--- config.mk ---
export PLATFORM = sky130hd
export DESIGN_NAME = mux_select_bank
export DESIGN_NICKNAME = d
export VERILOG_FILES = /design/src/rtl/mux_select_bank.sv
export SDC_FILE = /design/constraint.sdc
export NUM_CORES = 1
export LEC_CHECK = 0
export BUFFER_PORTS_ARGS = -buffer_cell sky130_fd_sc_hd__buf_2
export CAP_MARGIN = 20
export CORE_AREA = 2 2 212 214
export CTS_CLUSTER_SIZE = 20
export DETAILED_ROUTE_END_ITERATION = 7
export DIE_AREA = 0 0 214 216
export GPL_ROUTABILITY_DRIVEN = 0
export SLEW_MARGIN = 20
export SYNTH_ARGS = -nofsm -noshare
export SYNTH_HDL_FRONTEND = slang
export SYNTH_SLANG_ARGS = --single-unit
--- constraint.sdc ---
create_clock -name clk -period 1.75 [get_ports clk]
set_clock_uncertainty 0.05 [all_clocks]
set_input_delay 0.175 -clock clk [delete_from_list [all_inputs] [get_ports clk]]
set_output_delay 0.175 -clock clk [all_outputs]
set_load 0.02 [all_outputs]
--- src/rtl/mux_select_bank.sv ---
// ============================================================================
// Module   : mux_select_bank
// Purpose  : Three independent selectors (2:1, 4:1, 8:1) with registered copies.
// Revision : 1.0 - initial release
// ============================================================================
`default_nettype none

module mux_select_bank #(
    parameter int W2 = 8,
    parameter int W  = 32
) (
    input  logic          clk,
    input  logic          rst_n,
    input  logic          en,
    input  logic [W2-1:0] a0,
    input  logic [W2-1:0] a1,
    input  logic          s1,
    input  logic [W-1:0]  b0,
    input  logic [W-1:0]  b1,
    input  logic [W-1:0]  b2,
    input  logic [W-1:0]  b3,
    input  logic [1:0]    s2,
    input  logic [W-1:0]  c0,
    input  logic [W-1:0]  c1,
    input  logic [W-1:0]  c2,
    input  logic [W-1:0]  c3,
    input  logic [W-1:0]  c4,
    input  logic [W-1:0]  c5,
    input  logic [W-1:0]  c6,
    input  logic [W-1:0]  c7,
    input  logic [2:0]    s3,
    output logic [W2-1:0] y1,
    output logic [W-1:0]  y4,
    output logic [W-1:0]  y8,
    output logic [W2-1:0] y1_q,
    output logic [W-1:0]  y4_q,
    output logic [W-1:0]  y8_q
);

    logic [W2-1:0] y1_d;
    logic [W-1:0]  y4_d;
    logic [W-1:0]  y8_d;

    always_comb begin
        y1_d = s1 ? a1 : a0;
    end

    // Every code is covered explicitly; the defaults only satisfy lint.
    always_comb begin
        y4_d = b0;
        case (s2)
            2'd0:    y4_d = b0;
            2'd1:    y4_d = b1;
            2'd2:    y4_d = b2;
            2'd3:    y4_d = b3;
            default: y4_d = b0;
        endcase
    end

    always_comb begin
        y8_d = c0;
        case (s3)
            3'd0:    y8_d = c0;
            3'd1:    y8_d = c1;
            3'd2:    y8_d = c2;
            3'd3:    y8_d = c3;
            3'd4:    y8_d = c4;
            3'd5:    y8_d = c5;
            3'd6:    y8_d = c6;
            3'd7:    y8_d = c7;
            default: y8_d = c0;
        endcase
    end

    assign y1 = y1_d;
    assign y4 = y4_d;
    assign y8 = y8_d;

    // Reset outranks the load enable.
    always_ff @(posedge clk) begin
        if (!rst_n) begin
            y1_q <= '0;
            y4_q <= '0;
            y8_q <= '0;
        end else if (en) begin
            y1_q <= y1_d;
            y4_q <= y4_d;
            y8_q <= y8_d;
        end
    end

endmodule

`default_nettype wire

==> metrics.txt, run 1 <==
# TYPE chip_impl_metric gauge
chip_impl_metric{name="cts_buffers",unit=""} 9
chip_impl_info{name="timing.setup.critical_path_class",value="in2out"} 1
chip_impl_metric{name="dpl_worst_slack",unit="ps"} -237
chip_impl_metric{name="final_design_area_no_fill",unit="sq um"} 10900
chip_impl_metric{name="chipWidth",unit="um"} 214
chip_impl_metric{name="buffer_ports.inserted",unit=""} 552
chip_impl_metric{name="clock_insertion_delay_worst_skew",unit="ps"} 360
chip_impl_metric{name="effective_utilization_at_floorplan",unit=""} 0.138
chip_impl_metric{name="routed_wire_length_per_instance",unit="um"} 19.9
chip_impl_metric{name="post-route-period-util",unit=""} 1.02
chip_impl_info{name="tritoncts_clock_tree",value="done"} 1
chip_impl_metric{name="num_io_pins",unit=""} 553
chip_impl_metric{name="power.density",unit="nW/um^2"} 633
chip_impl_info{name="synth_top_flop_cell",value="dfxtp_1"} 1
chip_impl_info{name="failing_checks",value="setup timing"} 1
chip_impl_metric{name="grt_overflow_total",unit=""} 0
chip_impl_metric{name="ys_types",unit=""} 35
chip_impl_metric{name="sum_of_routed_wire_length_over_all_layers",unit="mm"} 36.6
chip_impl_metric{name="grt_pass1_vias",unit=""} 8048
chip_impl_metric{name="global_route.usage.total",unit=""} 0.148
chip_impl_metric{name="max_freq",unit="GHz"} 0.562
chip_impl_metric{name="synth_seq_area_share",unit=""} 0.238
chip_impl_metric{name="drcViolationCount",unit=""} 0
chip_impl_info{name="critPathCaptureType",value="output port"} 1
chip_impl_metric{name="dpl-instance-area",unit="sq um"} 10000
chip_impl_metric{name="worstPathMaxFanout",unit=""} 8
chip_impl_metric{name="ant_nets",unit=""} 0
chip_impl_metric{name="dr_total_vias",unit=""} 7991
chip_impl_metric{name="critPathRequiredTime",unit="ps"} 1520
chip_impl_metric{name="flow.area_growth_from_synthesis",unit="%"} 80.2
chip_impl_metric{name="drt-pass1-iter-count",unit=""} 6
chip_impl_metric{name="postSynthCellCount",unit=""} 622
chip_impl_metric{name="total_power",unit="mW"} 6.92
chip_impl_metric{name="netlist_area",unit="sq um"} 6070
chip_impl_metric{name="timing.final.setup_violations",unit=""} 4
chip_impl_metric{name="num-nets-final",unit=""} 1642
chip_impl_metric{name="async_reset_ff_frac",unit=""} 0
chip_impl_metric{name="grt_first_pass_wirelength",unit="mm"} 50.3
chip_impl_metric{name="cts.sinks",unit=""} 72
chip_impl_metric{name="dp.final_hpwl",unit="mm"} 30.4
chip_impl_metric{name="grt_max_degree",unit=""} 45
chip_impl_metric{name="arrival",unit="ps"} 1550
chip_impl_metric{name="antenna_found_initial",unit=""} 17
chip_impl_metric{name="ys_seq_elements",unit=""} 72
chip_impl_metric{name="post_route_cells_drive_above_1_share",unit=""} 0.642
chip_impl_info{name="grt_setup_unrepaired",value="true"} 1
chip_impl_metric{name="slew_viol_final",unit=""} 0
chip_impl_metric{name="timing.setup.tns",unit="ps"} -64.0
chip_impl_metric{name="leakagePower",unit="nW"} 5.42
chip_impl_metric{name="placement_rows",unit=""} 77
chip_impl_metric{name="vdd.ir_drop.worst",unit="mV"} 0.430
chip_impl_info{name="outcome",value="finished, violations left"} 1
chip_impl_metric{name="count_of_flip_flops_with_a_built_in_enable_after_synthesis",unit=""} 0
chip_impl_metric{name="die-area",unit="sq um"} 46200
chip_impl_metric{name="cts-root-to-sink-buffers",unit=""} 2
chip_impl_metric{name="final_hold_violation_count",unit=""} 0
chip_impl_metric{name="clkTransAtPathRegs",unit="ps"} 70
chip_impl_metric{name="synthesis.nets",unit=""} 1031
chip_impl_info{name="start_kind",value="primary input"} 1
chip_impl_info{name="clk_root_buffer_cell",value="clkbuf_16"} 1
chip_impl_metric{name="coreArea",unit="sq um"} 43800
chip_impl_info{name="min_path_type",value="in2reg"} 1
chip_impl_metric{name="tmin_final",unit="ps"} 1780
chip_impl_metric{name="post_drt_via_cell_ratio",unit=""} 4.35
chip_impl_metric{name="drt_iter0_markers",unit=""} 494
chip_impl_metric{name="setup_slack",unit="ps"} -28.4
chip_impl_metric{name="worst_pin_slew",unit="ps"} 425
chip_impl_metric{name="htreeDepth",unit=""} 3
chip_impl_metric{name="maxCapViolations",unit=""} 0
chip_impl_metric{name="maxSlewHeadroom",unit=""} 0.717
chip_impl_metric{name="ys_warn_count",unit=""} 0
chip_impl_metric{name="fp.dieH",unit="um"} 216
chip_impl_metric{name="syn-mean-instance-area",unit="sq um"} 9.75
[synth_stat cells, types with 7 or more instances]
cell type    n  area share
nand2_1     37       0.023
nor2b_1     44       0.045
a21boi_2    21       0.039
buf_4        9       0.011
clkbuf_1    16      0.0099
mux2_2      32       0.059
a222oi_1    26       0.043
buf_6       14       0.026
o221ai_1    27       0.039
a21oi_1     28       0.023
mux4_2      32        0.12
buf_2       22       0.018
dfxtp_1     72        0.24
mux2i_1    105        0.17
o22ai_1      7      0.0072
nand2b_1    27       0.028
nor2_1      60       0.037
[cells by family after synthesis]
kind of cell	share of synthesized area
DFF	0.238
AOI/OAI and AO/OA	0.177
buffers and inverters	0.0689
and+or+nand+nor	0.153
muxes	0.364
[layout make-up]
| class | instances | area [sq um] |
|---|---|---|
| tap | 592 | 741 |
| inverter | 4 | 15.0 |
| clock inverter | 6 | 92.6 |
| multi-input combinational | 483 | 4330 |
| sequential | 72 | 1440 |
| timing repair buffer | 663 | 4060 |
| antenna | 8 | 20.0 |
| clock buffer | 10 | 229 |
| fill | 4745 | 32900 |
[cells in the final DEF (no fill, tap or decap), drive strengths merged, types with 5 or more instances in the layout]
master,n
dfxtp,72
clkbuf,14
nor2b,44
mux2,37
a221oi,5
a222oi,26
a21boi,26
buf,659
mux4,32
nor2,62
or2b,5
diode,8
a21oi,28
o221ai,27
mux2i,105
nand2,37
o22ai,7
nand2b,27
inv,5
[sequential cells by signal, indices dropped and copies added (netlist names)]
register / cells
y4_q: 32
y1_q: 8
y8_q: 32
[report_power, final]
part / internal, mW / leakage (nW) / switching (mW)
Sequential: 1.77 / 0.596 / 0.0685
Combinational: 1.43 / 4.67 / 1.53
Clock: 1.26 / 0.149 / 0.861
Total: 4.46 / 5.42 / 2.46
[routing by layer]
metal	global-route usage	wire length, um	up-vias
met3	0.0557	3440	93
met2	0.265	18200	523
met4	0.0685	1660	16
li1	-	-	3595
met1	0.154	13200	3764
met5	0	100	-
[stage by stage]
| stage | instances | hold WS, ps | utilization |
|---|---|---|---|
| 3_5_place_dp | 1790 | 401 | 0.229 |
| 5_1_grt | 1834 | 81.3 | 0.249 |
| 6_report | 1838 | 96.0 | 0.249 |
| 2_1_floorplan | 622 | 351 | - |
| 4_1_cts | 1815 | 61.9 | 0.241 |
| 3_3_place_gp | 1790 | 383 | 0.229 |
[final timing paths]
kind         startpoint  endpoint  slack (ps)  cells after the start
max               s3[2]     y8[6]         -30                      8
min reg2reg     y8_q[4]   y8_q[4]         410                      2
min               c0[2]   y8_q[2]         100                      3
max reg2reg    y8_q[22]  y8_q[22]         970                      2
[timing repair]
item	in CTS	in global routing
setup endpoints to repair	32	30
gates resized for setup	32	48
hold buffers	0	0
buffers inserted	9	12
pin swaps	6	34
gates cloned	0	4
[critical path: stages]
cell and delay (ps):
buf_16 130, buf_12 150, buf_12 140, mux2_4 300, a222oi_1 240, a21boi_2 220
nor2_1 50, buf_4 150
Power figures use the tool's default switching activity.
==> inputs of run 2 (changes only) <==
--- a/config.mk
+++ b/config.mk
@@ -5,12 +5,13 @@
 export SDC_FILE = /design/constraint.sdc
 export NUM_CORES = 1
 export LEC_CHECK = 0
+export ABC_AREA = 1
 export BUFFER_PORTS_ARGS = -buffer_cell sky130_fd_sc_hd__buf_2
 export CAP_MARGIN = 20
-export CORE_AREA = 2 2 212 214
+export CORE_AREA = 2 2 218 220
 export CTS_CLUSTER_SIZE = 20
 export DETAILED_ROUTE_END_ITERATION = 7
-export DIE_AREA = 0 0 214 216
+export DIE_AREA = 0 0 220 222
 export GPL_ROUTABILITY_DRIVEN = 0
 export SLEW_MARGIN = 20
 export SYNTH_ARGS = -nofsm -noshare
==> metrics.txt, run 2 <==
# TYPE chip_impl_metric gauge
chip_impl_info{name="outcome",value="finished clean"} 1
chip_impl_metric{name="dpl_worst_slack",unit="ps"} -173
chip_impl_metric{name="die-area",unit="sq um"} 48800
chip_impl_metric{name="dr_total_vias",unit=""} 9565
chip_impl_metric{name="drt-pass1-iter-count",unit=""} 6
chip_impl_metric{name="drt_iter0_markers",unit=""} 570
chip_impl_metric{name="ys_types",unit=""} 18
chip_impl_metric{name="postCtsHoldBufs",unit=""} 0
chip_impl_metric{name="postSynthCellCount",unit=""} 1082
chip_impl_metric{name="drcViolationCount",unit=""} 0
chip_impl_info{name="yosys.cell_count.top_type",value="nand2_1"} 1
chip_impl_info{name="tritoncts_clock_tree",value="done"} 1
chip_impl_metric{name="grt_max_degree",unit=""} 69
chip_impl_info{name="min_path_type",value="in2reg"} 1
chip_impl_metric{name="grt_first_pass_wirelength",unit="mm"} 54.9
chip_impl_metric{name="clkTransAtPathRegs",unit="ps"} 60
chip_impl_metric{name="critical_path_buf_inv_count",unit=""} 4
chip_impl_metric{name="post_route_cells_drive_above_1_share",unit=""} 0.407
chip_impl_metric{name="critPathMaxStageDelay",unit="ps"} 270
chip_impl_info{name="final_common_cell",value="buf_2"} 1
chip_impl_metric{name="synthesis.nets",unit=""} 1491
chip_impl_metric{name="htreeDepth",unit=""} 3
chip_impl_metric{name="final_design_area_no_fill",unit="sq um"} 10300
chip_impl_metric{name="timing.final.setup_violations",unit=""} 0
chip_impl_info{name="cpLargestDelayFamily",value="buffers and inverters"} 1
chip_impl_info{name="clk_root_buffer_cell",value="clkbuf_16"} 1
chip_impl_metric{name="maxCapViolations",unit=""} 0
chip_impl_info{name="critPathCaptureType",value="output port"} 1
chip_impl_metric{name="ys_warn_count",unit=""} 0
chip_impl_info{name="master_of_the_slowest_instance_on_the_critical_path",value="nor2_1"} 1
chip_impl_metric{name="flow.area_growth_from_synthesis",unit="%"} 71.1
chip_impl_metric{name="ant_nets",unit=""} 0
chip_impl_metric{name="post-route-period-util",unit=""} 0.994
chip_impl_metric{name="grt_overflow_total",unit=""} 0
chip_impl_metric{name="routed_wire_length_per_instance",unit="um"} 17.7
chip_impl_metric{name="cts_buffers",unit=""} 9
chip_impl_info{name="most-common-layout-cells",value="buf_2, nand2_1, nor2_1, nand4_1, nand3_1"} 1
chip_impl_metric{name="synth_top_area_share",unit=""} 0.239
chip_impl_metric{name="cts.sinks",unit=""} 72
chip_impl_info{name="synth_top_cell_by_area",value="dfxtp_1"} 1
chip_impl_info{name="start_kind",value="primary input"} 1
chip_impl_metric{name="final_hold_violation_count",unit=""} 0
chip_impl_metric{name="buffer_ports.inserted",unit=""} 552
chip_impl_info{name="top_regs",value="y4_q (32), y8_q (32), y1_q (8)"} 1
chip_impl_metric{name="count_of_flip_flops_with_a_built_in_enable_after_synthesis",unit=""} 0
chip_impl_metric{name="leakagePower",unit="nW"} 5.73
chip_impl_info{name="synth_top_flop_cell",value="dfxtp_1"} 1
chip_impl_metric{name="vdd.ir_drop.worst",unit="mV"} 0.492
chip_impl_metric{name="syn-mean-instance-area",unit="sq um"} 5.57
chip_impl_metric{name="power.density",unit="nW/um^2"} 638
chip_impl_info{name="grt_setup_unrepaired",value="true"} 1
chip_impl_metric{name="chipWidth",unit="um"} 220
chip_impl_metric{name="dp.final_hpwl",unit="mm"} 33.0
chip_impl_metric{name="final_cell_count_no_fill",unit=""} 2238
chip_impl_metric{name="effective_utilization_at_floorplan",unit=""} 0.130
chip_impl_metric{name="worstPathMaxFanout",unit=""} 21
chip_impl_metric{name="max_freq",unit="GHz"} 0.575
chip_impl_metric{name="async_reset_ff_frac",unit=""} 0
chip_impl_metric{name="layout.filler_cells",unit=""} 5358
chip_impl_metric{name="grt_pass1_vias",unit=""} 8970
chip_impl_metric{name="slew_viol_final",unit=""} 0
chip_impl_metric{name="antenna_found_initial",unit=""} 11
chip_impl_metric{name="coreArea",unit="sq um"} 46300
chip_impl_metric{name="global_route.usage.total",unit=""} 0.154
chip_impl_metric{name="critPathRequiredTime",unit="ps"} 1520
chip_impl_metric{name="maxSlewHeadroom",unit=""} 0.711
chip_impl_info{name="ys_top_cells_by_area",value="dfxtp_1, nand4_1, nand2_1, nor2_1, nand3_1"} 1
chip_impl_metric{name="post_drt_via_cell_ratio",unit=""} 4.27
chip_impl_info{name="synth.cells.most_frequent",value="nand2_1, nor2_1, nand4_1"} 1
chip_impl_metric{name="setup_slack",unit="ps"} 11.1
chip_impl_metric{name="synth_seq_area_share",unit=""} 0.239
chip_impl_metric{name="total_power",unit="mW"} 6.58
chip_impl_metric{name="worst_pin_slew",unit="ps"} 428
chip_impl_metric{name="cts-root-to-sink-buffers",unit=""} 2
chip_impl_metric{name="inst_count_dp",unit=""} 2216
chip_impl_metric{name="fp.dieH",unit="um"} 222
chip_impl_metric{name="arrival",unit="ps"} 1510
chip_impl_metric{name="num_io_pins",unit=""} 553
chip_impl_metric{name="sum_of_routed_wire_length_over_all_layers",unit="mm"} 39.6
chip_impl_metric{name="ys_seq_elements",unit=""} 72
chip_impl_metric{name="placement_rows",unit=""} 79
chip_impl_metric{name="tmin_final",unit="ps"} 1740
chip_impl_metric{name="netlist_area",unit="sq um"} 6020
chip_impl_info{name="worstPathCellList",value="buf_6, inv_1, buf_12, nand4_1, nand2_1, nor2_1, nand3_1, buf_2"} 1
chip_impl_metric{name="num-nets-final",unit=""} 2031
chip_impl_metric{name="clock_insertion_delay_worst_skew",unit="ps"} 360
chip_impl_metric{name="dpl-instance-area",unit="sq um"} 9870
chip_impl_info{name="timing.setup.critical_path_class",value="in2out"} 1
run 2: cell types whose count changed after synthesis, moves of 79 or more:
| cell | delta |
|---|---|
| nand4_1 | +156 |
| o21ai_0 | +79 |
| nand3_1 | +101 |
| nand2_1 | +212 |
| mux2i_1 | -105 |
| nor2_1 | +174 |
run 2: logic make-up (layout without fill, tap and decap cells):
family	Yosys count	in the layout	synth area share
DFF	72	72	0.239
and+or+nand+nor	744	744	0.552
buffers and inverters	174	719	0.124
other	0	4	0
AOI/OAI and AO/OA	84	84	0.0698
muxes	8	8	0.0150
run 2: cell type report:
| class | instances | area [sq um] | area share |
|---|---|---|---|
| Timing Repair Buffer | 622 | 3570 | 0.346 |
| Clock buffer | 11 | 243 | 0.0236 |
| Tap cell | 607 | 759 | 0.0737 |
| Clock inverter | 5 | 86.3 | 0.00838 |
| Inverter | 81 | 307 | 0.0298 |
| Multi-Input combinational cell | 836 | 3890 | 0.378 |
| Sequential cell | 72 | 1440 | 0.140 |
| Antenna cell | 4 | 10.0 | 0.000972 |
run 2: repair_timing:
action                     in CTS  in global routing
gates resized for setup         8                 14
setup endpoints to repair       6                 12
pin swaps                       1                  0
setup buffers                   2                  0
hold endpoints to repair        0                  0
run 2: worst register-to-register path, stage by stage (launching register included):
cell and delay [ps]:
dfxtp_1 340, nor2_1 90, nor2_1 40, o21ai_0 80
inv_1 50
run 2: per-layer routing:
metal  vias to the layer above  track usage  part of all wire
met4                         8       0.0565             0.030
li1                       4709            -                 -
met5                         -            0            0.0012
met2                       564        0.285              0.50
met3                        64       0.0370             0.088
met1                      4220        0.168              0.38
run 2: where the power goes:
part | internal (mW) | switching (mW) | total (mW)
sequential | 1.77 | 0.0600 | 1.83
clock | 1.30 | 0.839 | 2.14
combinational | 1.00 | 1.60 | 2.61
run 2: final timing paths:
check | start | end | slack, ps | cells after the start
max | s3[1] | y8[31] | 10 | 8
min | b0[27] | y4_q[27] | 90 | 3
max reg2reg | y4_q[2] | y4_q[2] | 1000 | 4
min reg2reg | y8_q[2] | y8_q[2] | 460 | 2
run 2: metrics by stage:
stage,hold WS (ps),utilization,setup TNS [ps]
after floorplan,356,-,0
after global placement,436,0.213,-323
after detailed placement,444,0.213,-366
after CTS,54.0,0.222,0
after global routing,85.0,0.223,-8.52
final,94.6,0.223,0
==> inputs of run 3 (changes only) <==
--- a/config.mk
+++ b/config.mk
@@ -8,10 +8,10 @@
 export ABC_AREA = 1
 export BUFFER_PORTS_ARGS = -buffer_cell sky130_fd_sc_hd__buf_2
 export CAP_MARGIN = 20
-export CORE_AREA = 2 2 218 220
+export CORE_AREA = 2 2 214 216
 export CTS_CLUSTER_SIZE = 20
 export DETAILED_ROUTE_END_ITERATION = 7
-export DIE_AREA = 0 0 220 222
+export DIE_AREA = 0 0 216 218
 export GPL_ROUTABILITY_DRIVEN = 0
 export SLEW_MARGIN = 20
 export SYNTH_ARGS = -nofsm -noshare
==> constraint.sdc (replaced) <==
create_clock -name clk -period 1.4 [get_ports clk]
set_clock_uncertainty 0.05 [all_clocks]
set_input_delay 0.14 -clock clk [delete_from_list [all_inputs] [get_ports clk]]
set_output_delay 0.14 -clock clk [all_outputs]
set_load 0.02 [all_outputs]
==> metrics.txt, run 3 (synthesis gave the netlist of run 2 again) <==
# TYPE chip_impl_metric gauge
chip_impl_metric{name="drcViolationCount",unit=""} 0
chip_impl_metric{name="holdPathStages",unit=""} 5
chip_impl_info{name="outcome",value="finished, violations left"} 1
chip_impl_metric{name="worst_pin_slew",unit="ps"} 323
chip_impl_metric{name="post-route-period-util",unit=""} 1.06
chip_impl_metric{name="effective_utilization_at_floorplan",unit=""} 0.134
chip_impl_metric{name="dp.final_hpwl",unit="mm"} 31.2
chip_impl_metric{name="postCtsHoldBufs",unit=""} 0
chip_impl_metric{name="drt_iter0_markers",unit=""} 685
chip_impl_info{name="holdCritStartpoint",value="b2[13]"} 1
chip_impl_metric{name="cts.sinks",unit=""} 72
chip_impl_metric{name="dpl-instance-area",unit="sq um"} 10300
chip_impl_metric{name="cts_buffers",unit=""} 9
chip_impl_metric{name="post_route_cells_drive_above_1_share",unit=""} 0.508
chip_impl_metric{name="r2r_cells",unit=""} 4
chip_impl_metric{name="drt-pass1-iter-count",unit=""} 6
chip_impl_metric{name="intPower",unit="mW"} 5.58
chip_impl_metric{name="global_route.usage.met3",unit=""} 0.0537
chip_impl_info{name="global_route_layer_with_the_greatest_usage",value="met2"} 1
chip_impl_metric{name="switching_part_of_the_total_power",unit=""} 0.374
chip_impl_metric{name="worst-path-stages",unit=""} 9
chip_impl_metric{name="max_freq",unit="GHz"} 0.674
chip_impl_metric{name="clock_insertion_delay_worst_skew",unit="ps"} 370
chip_impl_info{name="worstPathCellList",value="buf_12, inv_8, buf_12, buf_6, nand4_1, nand2_1, nor2_2, nand3_2, buf_6"} 1
chip_impl_info{name="failing_checks",value="setup timing"} 1
chip_impl_info{name="critPathCaptureType",value="output port"} 1
chip_impl_metric{name="combPwrFrac",unit=""} 0.461
chip_impl_metric{name="power.sequential.fraction",unit=""} 0.257
chip_impl_info{name="crit-reg2reg-launch",value="y4_q[28]"} 1
chip_impl_metric{name="clkTransAtPathRegs",unit="ps"} 60
chip_impl_metric{name="fp.dieH",unit="um"} 218
chip_impl_metric{name="leakagePower",unit="nW"} 6.63
chip_impl_metric{name="clock_power_share",unit=""} 0.282
chip_impl_metric{name="finished_core_util",unit=""} 0.273
chip_impl_metric{name="routed_wire_length_per_instance",unit="um"} 17.6
chip_impl_metric{name="grtUsageMet1",unit=""} 0.176
chip_impl_metric{name="global_route.usage.total",unit=""} 0.158
chip_impl_metric{name="setup_slack",unit="ps"} -83.9
chip_impl_metric{name="final_design_area_no_fill",unit="sq um"} 12300
chip_impl_metric{name="cts-root-to-sink-buffers",unit=""} 2
chip_impl_metric{name="timing.final.setup_violations",unit=""} 23
chip_impl_metric{name="die-area",unit="sq um"} 47100
chip_impl_metric{name="critPathRequiredTime",unit="ps"} 1210
chip_impl_info{name="timing.setup.critical_path_class",value="in2out"} 1
chip_impl_info{name="final_common_cell",value="buf_2"} 1
chip_impl_metric{name="num_io_pins",unit=""} 553
chip_impl_info{name="cpLargestDelayFamily",value="buffers and inverters"} 1
chip_impl_metric{name="grt_max_degree",unit=""} 49
chip_impl_metric{name="critPathMaxStageDelay",unit="ps"} 230
chip_impl_metric{name="dr_total_vias",unit=""} 10200
chip_impl_metric{name="num-nets-final",unit=""} 2111
chip_impl_metric{name="power.density",unit="nW/um^2"} 726
chip_impl_info{name="grt_setup_unrepaired",value="true"} 1
chip_impl_metric{name="power_dissipated_by_switching_net_loads",unit="mW"} 3.33
chip_impl_metric{name="buffer_ports.inserted",unit=""} 552
chip_impl_metric{name="placement_rows",unit=""} 78
chip_impl_info{name="start_kind",value="primary input"} 1
chip_impl_metric{name="htreeDepth",unit=""} 3
chip_impl_metric{name="slew_viol_final",unit=""} 0
chip_impl_metric{name="grt_first_pass_wirelength",unit="mm"} 55.4
chip_impl_metric{name="vdd.ir_drop.worst",unit="mV"} 1.02
chip_impl_metric{name="antenna_found_initial",unit=""} 8
chip_impl_metric{name="arrival",unit="ps"} 1290
chip_impl_metric{name="worstPathMaxFanout",unit=""} 13
chip_impl_metric{name="flow.area_growth_from_synthesis",unit="%"} 104
chip_impl_metric{name="ant_nets",unit=""} 0
chip_impl_info{name="startpoint",value="s3[2]"} 1
chip_impl_info{name="top_regs",value="y4_q (32), y8_q (32), y1_q (8)"} 1
chip_impl_metric{name="maxSlewHeadroom",unit=""} 0.784
chip_impl_metric{name="final_hold_violation_count",unit=""} 0
chip_impl_info{name="tritoncts_clock_tree",value="done"} 1
chip_impl_info{name="most-common-layout-cells",value="buf_2, nand2_1, nor2_1, nand4_1, buf_4"} 1
chip_impl_metric{name="maxCapViolations",unit=""} 0
chip_impl_metric{name="coreArea",unit="sq um"} 44900
chip_impl_metric{name="grt_pass1_vias",unit=""} 9386
chip_impl_info{name="master_of_the_slowest_instance_on_the_critical_path",value="nand4_1"} 1
chip_impl_metric{name="tmin_final",unit="ps"} 1480
chip_impl_metric{name="post_drt_via_cell_ratio",unit=""} 4.42
chip_impl_metric{name="chipWidth",unit="um"} 216
chip_impl_metric{name="met2_usage",unit=""} 0.267
chip_impl_metric{name="sum_of_routed_wire_length_over_all_layers",unit="mm"} 40.7
chip_impl_info{name="min_path_type",value="in2reg"} 1
chip_impl_metric{name="grt_overflow_total",unit=""} 0
chip_impl_metric{name="critical_path_buf_inv_count",unit=""} 5
chip_impl_info{name="clk_root_buffer_cell",value="clkbuf_16"} 1
==> run 3: repair_timing <==
item / in CTS / in global routing
gates resized for setup: 174 / 135
setup endpoints to repair: 33 / 53
setup buffers: 11 / 14
hold endpoints to repair: 0 / 0
pin swaps: 23 / 48
cloned: 5 / 7
==> run 3: layer usage <==
metal / vias up / share of wire
li1: 4855 / -
met3: 119 / 0.10
met1: 4600 / 0.37
met4: 8 / 0.052
met2: 635 / 0.47
met5: - / 0.0011
==> run 3: final cells by class <==
| type | count | area (sq um) |
|---|---|---|
| tap | 600 | 751 |
| sequential | 72 | 1440 |
| timing repair buffer | 702 | 4890 |
| clock buffer | 11 | 233 |
| antenna | 4 | 10.0 |
| inverter | 81 | 319 |
| fill | 4953 | 32600 |
| clock inverter | 4 | 70.1 |
| multi-input combinational | 836 | 4540 |
==> run 3: final timing paths <==
check / to / slack [ps]
max: y8[24] / -80
min: y4_q[13] / 60
max reg2reg: y4_q[28] / 670
min reg2reg: y8_q[9] / 450
==> run 3: power by group through the flow <==
stage          registers [mW]  logic [mW]  clock network [mW]
6_report                 2.29        4.10                2.51
5_1_grt                  2.31        4.36                2.69
4_1_cts                  2.29        3.78                2.65
3_5_place_dp             2.33        3.34                   0
3_3_place_gp             2.33        3.35                   0
2_1_floorplan            2.53        1.33                   0
==> run 3: worst register-to-register path: cells and delay by family, from the launching register on <==
kind | cells | cell delay [ps]
flip-flops | 1 | 330
AND/OR/NAND/NOR | 2 | 130
buffers and inverters | 1 | 50
AO/OA/AOI/OAI | 1 | 70
==> run 3: through the flow <==
| stage | std cells | hold WS, ps | total power, mW | TNS (ps) | worst slack (ps) |
|---|---|---|---|---|---|
| 6_report | 2310 | 59.6 | 8.90 | -642 | -83.9 |
| 2_1_floorplan | 1082 | 321 | 3.87 | 0 | 32.0 |
| 3_3_place_gp | 2256 | 426 | 5.67 | -11320 | -360 |
| 3_5_place_dp | 2256 | 441 | 5.67 | -12390 | -367 |
| 5_1_grt | 2309 | 52.6 | 9.36 | -1600 | -93.1 |
| 4_1_cts | 2286 | 20.8 | 8.72 | -1050 | -64.8 |
